File: config.mk
export PLATFORM = sky130hd
export DESIGN_NAME = vga_scan_driver
export DESIGN_NICKNAME = d
export VERILOG_FILES = /design/src/rtl/vga_scan_driver.sv
export SDC_FILE = /design/constraint.sdc
export NUM_CORES = 1
export LEC_CHECK = 0
export BUFFER_PORTS_ARGS = -buffer_cell sky130_fd_sc_hd__buf_2
export CELL_PAD_IN_SITES_DETAIL_PLACEMENT = 2
export CELL_PAD_IN_SITES_GLOBAL_PLACEMENT = 2
export CORE_MARGIN = 2
export CORE_UTILIZATION = 31
export CTS_BUF_LIST = sky130_fd_sc_hd__clkbuf_4
export DETAILED_ROUTE_END_ITERATION = 8
export PLACE_DENSITY = 0.85
export SETUP_SLACK_MARGIN = 0.02
export SYNTH_ARGS = -nofsm -noshare
export SYNTH_HDL_FRONTEND = slang
export SYNTH_SLANG_ARGS = --single-unit
export TNS_END_PERCENT = 100
File: constraint.sdc
create_clock -name clk -period 5.8 [get_ports clk]
set_input_delay 0.58 -clock clk [delete_from_list [all_inputs] [get_ports clk]]
set_output_delay 0.58 -clock clk [all_outputs]
set_load 0.03 [all_outputs]
File: src/rtl/vga_scan_driver.sv
// VGA scan-timing generator: pixel divider, raster counters, registered and blanked
// RGB with syncs, per-frame strobe and the sprite animation frame index.
module vga_scan_driver #(
  parameter int unsigned CLK_DIV     = 4,
  parameter int unsigned H_ACTIVE    = 640,
  parameter int unsigned H_FP        = 16,
  parameter int unsigned H_SYNC      = 96,
  parameter int unsigned H_BP        = 48,
  parameter int unsigned V_ACTIVE    = 480,
  parameter int unsigned V_FP        = 10,
  parameter int unsigned V_SYNC      = 2,
  parameter int unsigned V_BP        = 33,
  parameter bit          SYNC_ACTIVE = 1'b0,
  parameter int unsigned ANIM_DIV    = 8,
  parameter int unsigned ANIM_LAST   = 7
) (
  input  logic               clk,
  input  logic               rst_n,
  input  logic [11:0]        pix_color,
  output logic signed [10:0] x_VGA,
  output logic signed [10:0] y_VGA,
  output logic [3:0]         vga_r,
  output logic [3:0]         vga_g,
  output logic [3:0]         vga_b,
  output logic               hsync,
  output logic               vsync,
  output logic               pix_tick,
  output logic               frame_start,
  output logic [2:0]         anim_frame
);

  localparam int unsigned H_TOTAL   = H_ACTIVE + H_FP + H_SYNC + H_BP;
  localparam int unsigned V_TOTAL   = V_ACTIVE + V_FP + V_SYNC + V_BP;
  localparam int unsigned CNT_W     = 11;
  localparam int unsigned DIV_W     = (CLK_DIV > 1) ? $clog2(CLK_DIV) : 1;
  localparam int unsigned ANIM_W    = (ANIM_DIV > 1) ? $clog2(ANIM_DIV) : 1;
  localparam int unsigned HS_FIRST  = H_ACTIVE + H_FP;
  localparam int unsigned HS_LAST   = H_ACTIVE + H_FP + H_SYNC - 1;
  localparam int unsigned VS_FIRST  = V_ACTIVE + V_FP;
  localparam int unsigned VS_LAST   = V_ACTIVE + V_FP + V_SYNC - 1;
  localparam logic        SYNC_ON   = SYNC_ACTIVE;
  localparam logic        SYNC_OFF  = ~SYNC_ACTIVE;

  logic [DIV_W-1:0]  div_q;
  logic [CNT_W-1:0]  h_q;
  logic [CNT_W-1:0]  v_q;
  logic [ANIM_W-1:0] frm_q;

  logic tick_c;
  logic h_last_c;
  logic v_last_c;
  logic wrap_c;
  logic active_c;
  logic hs_on_c;
  logic vs_on_c;

  // Decode of the current (pre-increment) scan position.
  assign tick_c   = (div_q == DIV_W'(CLK_DIV - 1));
  assign h_last_c = (h_q == CNT_W'(H_TOTAL - 1));
  assign v_last_c = (v_q == CNT_W'(V_TOTAL - 1));
  assign wrap_c   = tick_c && h_last_c && v_last_c;
  assign active_c = (h_q < CNT_W'(H_ACTIVE)) && (v_q < CNT_W'(V_ACTIVE));
  assign hs_on_c  = (h_q >= CNT_W'(HS_FIRST)) && (h_q <= CNT_W'(HS_LAST));
  assign vs_on_c  = (v_q >= CNT_W'(VS_FIRST)) && (v_q <= CNT_W'(VS_LAST));

  // Counters stay in range, so the zero-extended signed view is never negative.
  assign x_VGA = $signed(h_q);
  assign y_VGA = $signed(v_q);

  // Pixel-rate divider; pix_tick marks the clk in which the new position appears.
  always_ff @(posedge clk or negedge rst_n) begin
    if (!rst_n) begin
      div_q    <= '0;
      pix_tick <= 1'b0;
    end else begin
      pix_tick <= tick_c;
      div_q    <= tick_c ? '0 : div_q + DIV_W'(1);
    end
  end

  // Raster counters.
  always_ff @(posedge clk or negedge rst_n) begin
    if (!rst_n) begin
      h_q <= '0;
      v_q <= '0;
    end else if (tick_c) begin
      if (h_last_c) begin
        h_q <= '0;
        v_q <= v_last_c ? '0 : v_q + CNT_W'(1);
      end else begin
        h_q <= h_q + CNT_W'(1);
      end
    end
  end

  // Output stage lags the counters by one pixel, so RGB and syncs stay aligned.
  always_ff @(posedge clk or negedge rst_n) begin
    if (!rst_n) begin
      vga_r <= '0;
      vga_g <= '0;
      vga_b <= '0;
      hsync <= SYNC_OFF;
      vsync <= SYNC_OFF;
    end else if (tick_c) begin
      {vga_r, vga_g, vga_b} <= active_c ? pix_color : 12'h000;
      hsync <= hs_on_c ? SYNC_ON : SYNC_OFF;
      vsync <= vs_on_c ? SYNC_ON : SYNC_OFF;
    end
  end

  // Frame strobe and animation index; anim_frame only moves with frame_start.
  always_ff @(posedge clk or negedge rst_n) begin
    if (!rst_n) begin
      frame_start <= 1'b0;
      frm_q       <= '0;
      anim_frame  <= '0;
    end else begin
      frame_start <= wrap_c;
      if (wrap_c) begin
        if (frm_q == ANIM_W'(ANIM_DIV - 1)) begin
          frm_q      <= '0;
          anim_frame <= (anim_frame == 3'(ANIM_LAST)) ? 3'd0 : anim_frame + 3'd1;
        end else begin
          frm_q <= frm_q + ANIM_W'(1);
        end
      end
    end
  end

endmodule

==> key figures <==
Global routing
  – Vias in the first global route: 1880
  – Global-route wire length before repair: about 9600 um
  – Grt total ovfl: 0
  – Largest net degree at the start of global routing: 47
  – Overall global routing resource usage: 16.2%
  – Antenna violations before repair: 0

Outcome
  – Result of the run: finished, final reports clean

Logic synthesis
  – Yosys top cell by area: sky130_fd_sc_hd__dfrtp_1
  – Most instantiated flip-flop cell in the synthesis netlist: sky130_fd_sc_hd__dfrtp_1
  – Async set-reset flop share out of synthesis: 100%
  – Largest cells by area after synthesis: sky130_fd_sc_hd__dfrtp_1 51%, sky130_fd_sc_hd__ha_1 4.6%, sky130_fd_sc_hd__o21ai_0 4.6%, sky130_fd_sc_hd__mux2_2 4.1%, sky130_fd_sc_hd__nand2_1 3.5%
  – Area share of the leading cell type in the synthesized netlist: a little over 50%
  – Number of synthesized flops with an enable pin: 0
  – Synthesized flop and latch total: 46
  – Sequential cell area fraction in the yosys report: 53.1%
  – Warning count from the yosys run: 0
  – Mapped Nets: approximately 230
  – Area of the mapped netlist: 0.00217 mm^2
  – Mean post-synth cell area: 10.4 um^2
  – Synthesized instance count: roughly 210
  – Post-synth cell types: 36

Die
  – X dimension of the die: between 80 and 90 um
  – Y dimension of the die: 87.7 um
  – Number of cell rows: 30
  – I/O pin count: 55
  – Die Footprint: about 0.0077 mm^2
  – Initial core utilization: 32.0%
  – CORE AREA: 0.00679 mm^2

Detailed routing
  – Total Routed Length: 5750 um
  – Routed vias/inst: 4.92
  – Routed wire length per instance: 16.0 um
  – Drt pass-1 iters: 4
  – Post-DRT Antenna Nets: 0
  – DRC marker count from the first detailed-route iteration: 83
  – Vias: about 1800
  – Residual DRC count: 0

Finish
  – Commonest non-fill, non-tap cell in the layout: sky130_fd_sc_hd__buf_2
  – Number of antenna repair diodes: 0
  – Synthesis-to-layout area growth: 18.7%
  – Most frequent cells in the layout: 54 x sky130_fd_sc_hd__buf_2, 44 x sky130_fd_sc_hd__dfrtp_1, 20 x sky130_fd_sc_hd__o21ai_0, 20 x sky130_fd_sc_hd__nand2_1, 18 x sky130_fd_sc_hd__inv_1
  – Fraction of final layout cells with drive strength greater than 1: just under 30%
  – Net count reported at finish: 284

Placement
  – Sum of net half-perimeters after detailed placement: 4140 um
  – Quantity of I/O buffers inserted on ports: 54
  – Worst slack after detailed placement: ~3200 ps
  – Placer congestion estimate: between 0.7 and 0.8

CTS
  – H-tree depth: 2
  – Total CTS buffers: 5
  – Clock latency of the later-clocked register in the worst-skew pair: 360 ps
  – Post_cts resized: 0
  – CTS tree: yes
  – Clock sink total: 46
  – Clock input transition at the sequential cells of the worst setup and hold paths: 140 ps
  – Deepest clock path buffer count: 2
  – Post-CTS setup buffers: 0
  – Hold_buf cts: 0
  – Library cell used as clock root buffer: sky130_fd_sc_hd__clkbuf_4

Timing
  – Relative max-transition margin: 29.9%
  – Worst Tran Pin Value: 1050 ps
  – Min Clock Period, post-route: 2740 ps
  – Max-slew violations: 0
  – Final cycle utilization of the critical path: a little under half
  – Unrepaired setup endpoints after global routing: no
  – Final Hold Viols: 0
  – Setup TNS after final layout: 0 ps
  – Setup clock skew after layout: about 9.3 ps
  – Crit path setup slack, layout: 3060 ps
  – Fmax achieved: 366 MHz
  – Setup violations, final: 0

Setup path
  – CP max FO: 27
  – Worst setup SP type: flop
  – Crit path DAT: 3010 ps
  – Worst Setup End Kind: flop
  – WS Path Type: flop to flop
  – Data required time at the worst endpoint: 6080 ps
  – Number of cell instances on the worst register-to-register path: 5

Pwr
  – Power per unit of standard cell area: ~190 mW/mm^2
  – Maximum ir drop on the vdd rail: between 0.07 and 0.08 mV
  – Leak Pwr: 1.34 nW

Run
  – Max-cap violations: 0

Hold path
  – Worst min path class: input pin to asynchronous set/reset pin
power by group:
part           switching (mW)  internal, mW  total, mW
logic                  0.0200       0.00740     0.0274
registers             0.00202         0.325      0.327
clock network           0.102        0.0452      0.147
total                   0.124         0.378      0.501
metal layers:
layer  global-route usage, %  share of wire [%]
met1                    21.2                 46
met2                    27.4                 49
met3                    3.30                3.8
met4                    4.20                1.1
met5                       0                  0
area by class of cell:
type,count,area (um^2)
fillers,755,4220
well taps,96,120
inverters,18,67.6
repair buffers,55,278
multi-input cells,136,905
clock inverters,3,16.3
flip-flops and latches,46,1150
clock buffers,5,37.5
flip-flops by register name, indices dropped and copies added (netlist names):
name	count
frame_start	1
y_VGA	11
vsync	1
vga_r	4
vga_g	4
div_q	2
frm_q	3
anim_frame	3
pix_tick	1
vga_b	4
x_VGA	11
hsync	1
logic make-up after synthesis:
group,count (synthesis),share of synthesized area (%)
adders and majority gates,8,4.61
DFF,46,53.1
AOI/OAI and AO/OA,28,7.44
and+or+nand+nor,79,20.1
buffers and inverters,27,5.19
muxes,10,5.07
xor gates and xnor gates,11,4.44
Yosys cell counts, drive strengths merged, types with 3 or more instances:
master	count
nor3	5
o21ai	20
xor2	5
inv	18
ha	8
dfrtp	44
mux2	8
nand4	11
nand2	20
and3	6
nor4	4
clkbuf	6
or3	4
xnor2	6
nor2	14
buf	3
nand3	5
worst paths after layout:
kind / slack (ps) / to / startpoint
worst max-delay path: 3060 / y_VGA[8] / div_q[0]
max in group asynchronous: 4760 / x_VGA[4] / rst_n
worst max register to register: 3060 / y_VGA[8] / div_q[0]
worst min register to register: 460 / div_q[0] / div_q[0]
worst min-delay path: 400 / y_VGA[6] / rst_n
min in group clk: 420 / vga_g[1] / pix_color[5]
metrics by stage:
step                hold WS [ps]  power, mW  instances  instance area (um^2)  util, %
floorplan                    284      0.345        209                  2170        -
global placement             412      0.360        351                  2520     37.1
detailed placement           433      0.362        351                  2520     37.1
CTS                          405      0.511        359                  2580     37.9
global route                 402      0.528        359                  2580     37.9
finish                       396      0.501        359                  2580     37.9
worst max-delay path, stage by stage, from the launching register on:
cell and delay (ps):
sky130_fd_sc_hd__dfrtp_1 390, sky130_fd_sc_hd__ha_1 760, sky130_fd_sc_hd__nand4_2 300, sky130_fd_sc_hd__or3_1 610, sky130_fd_sc_hd__nor3_1 370, sky130_fd_sc_hd__xor2_1 210
Power figures use the tool's default switching activity.
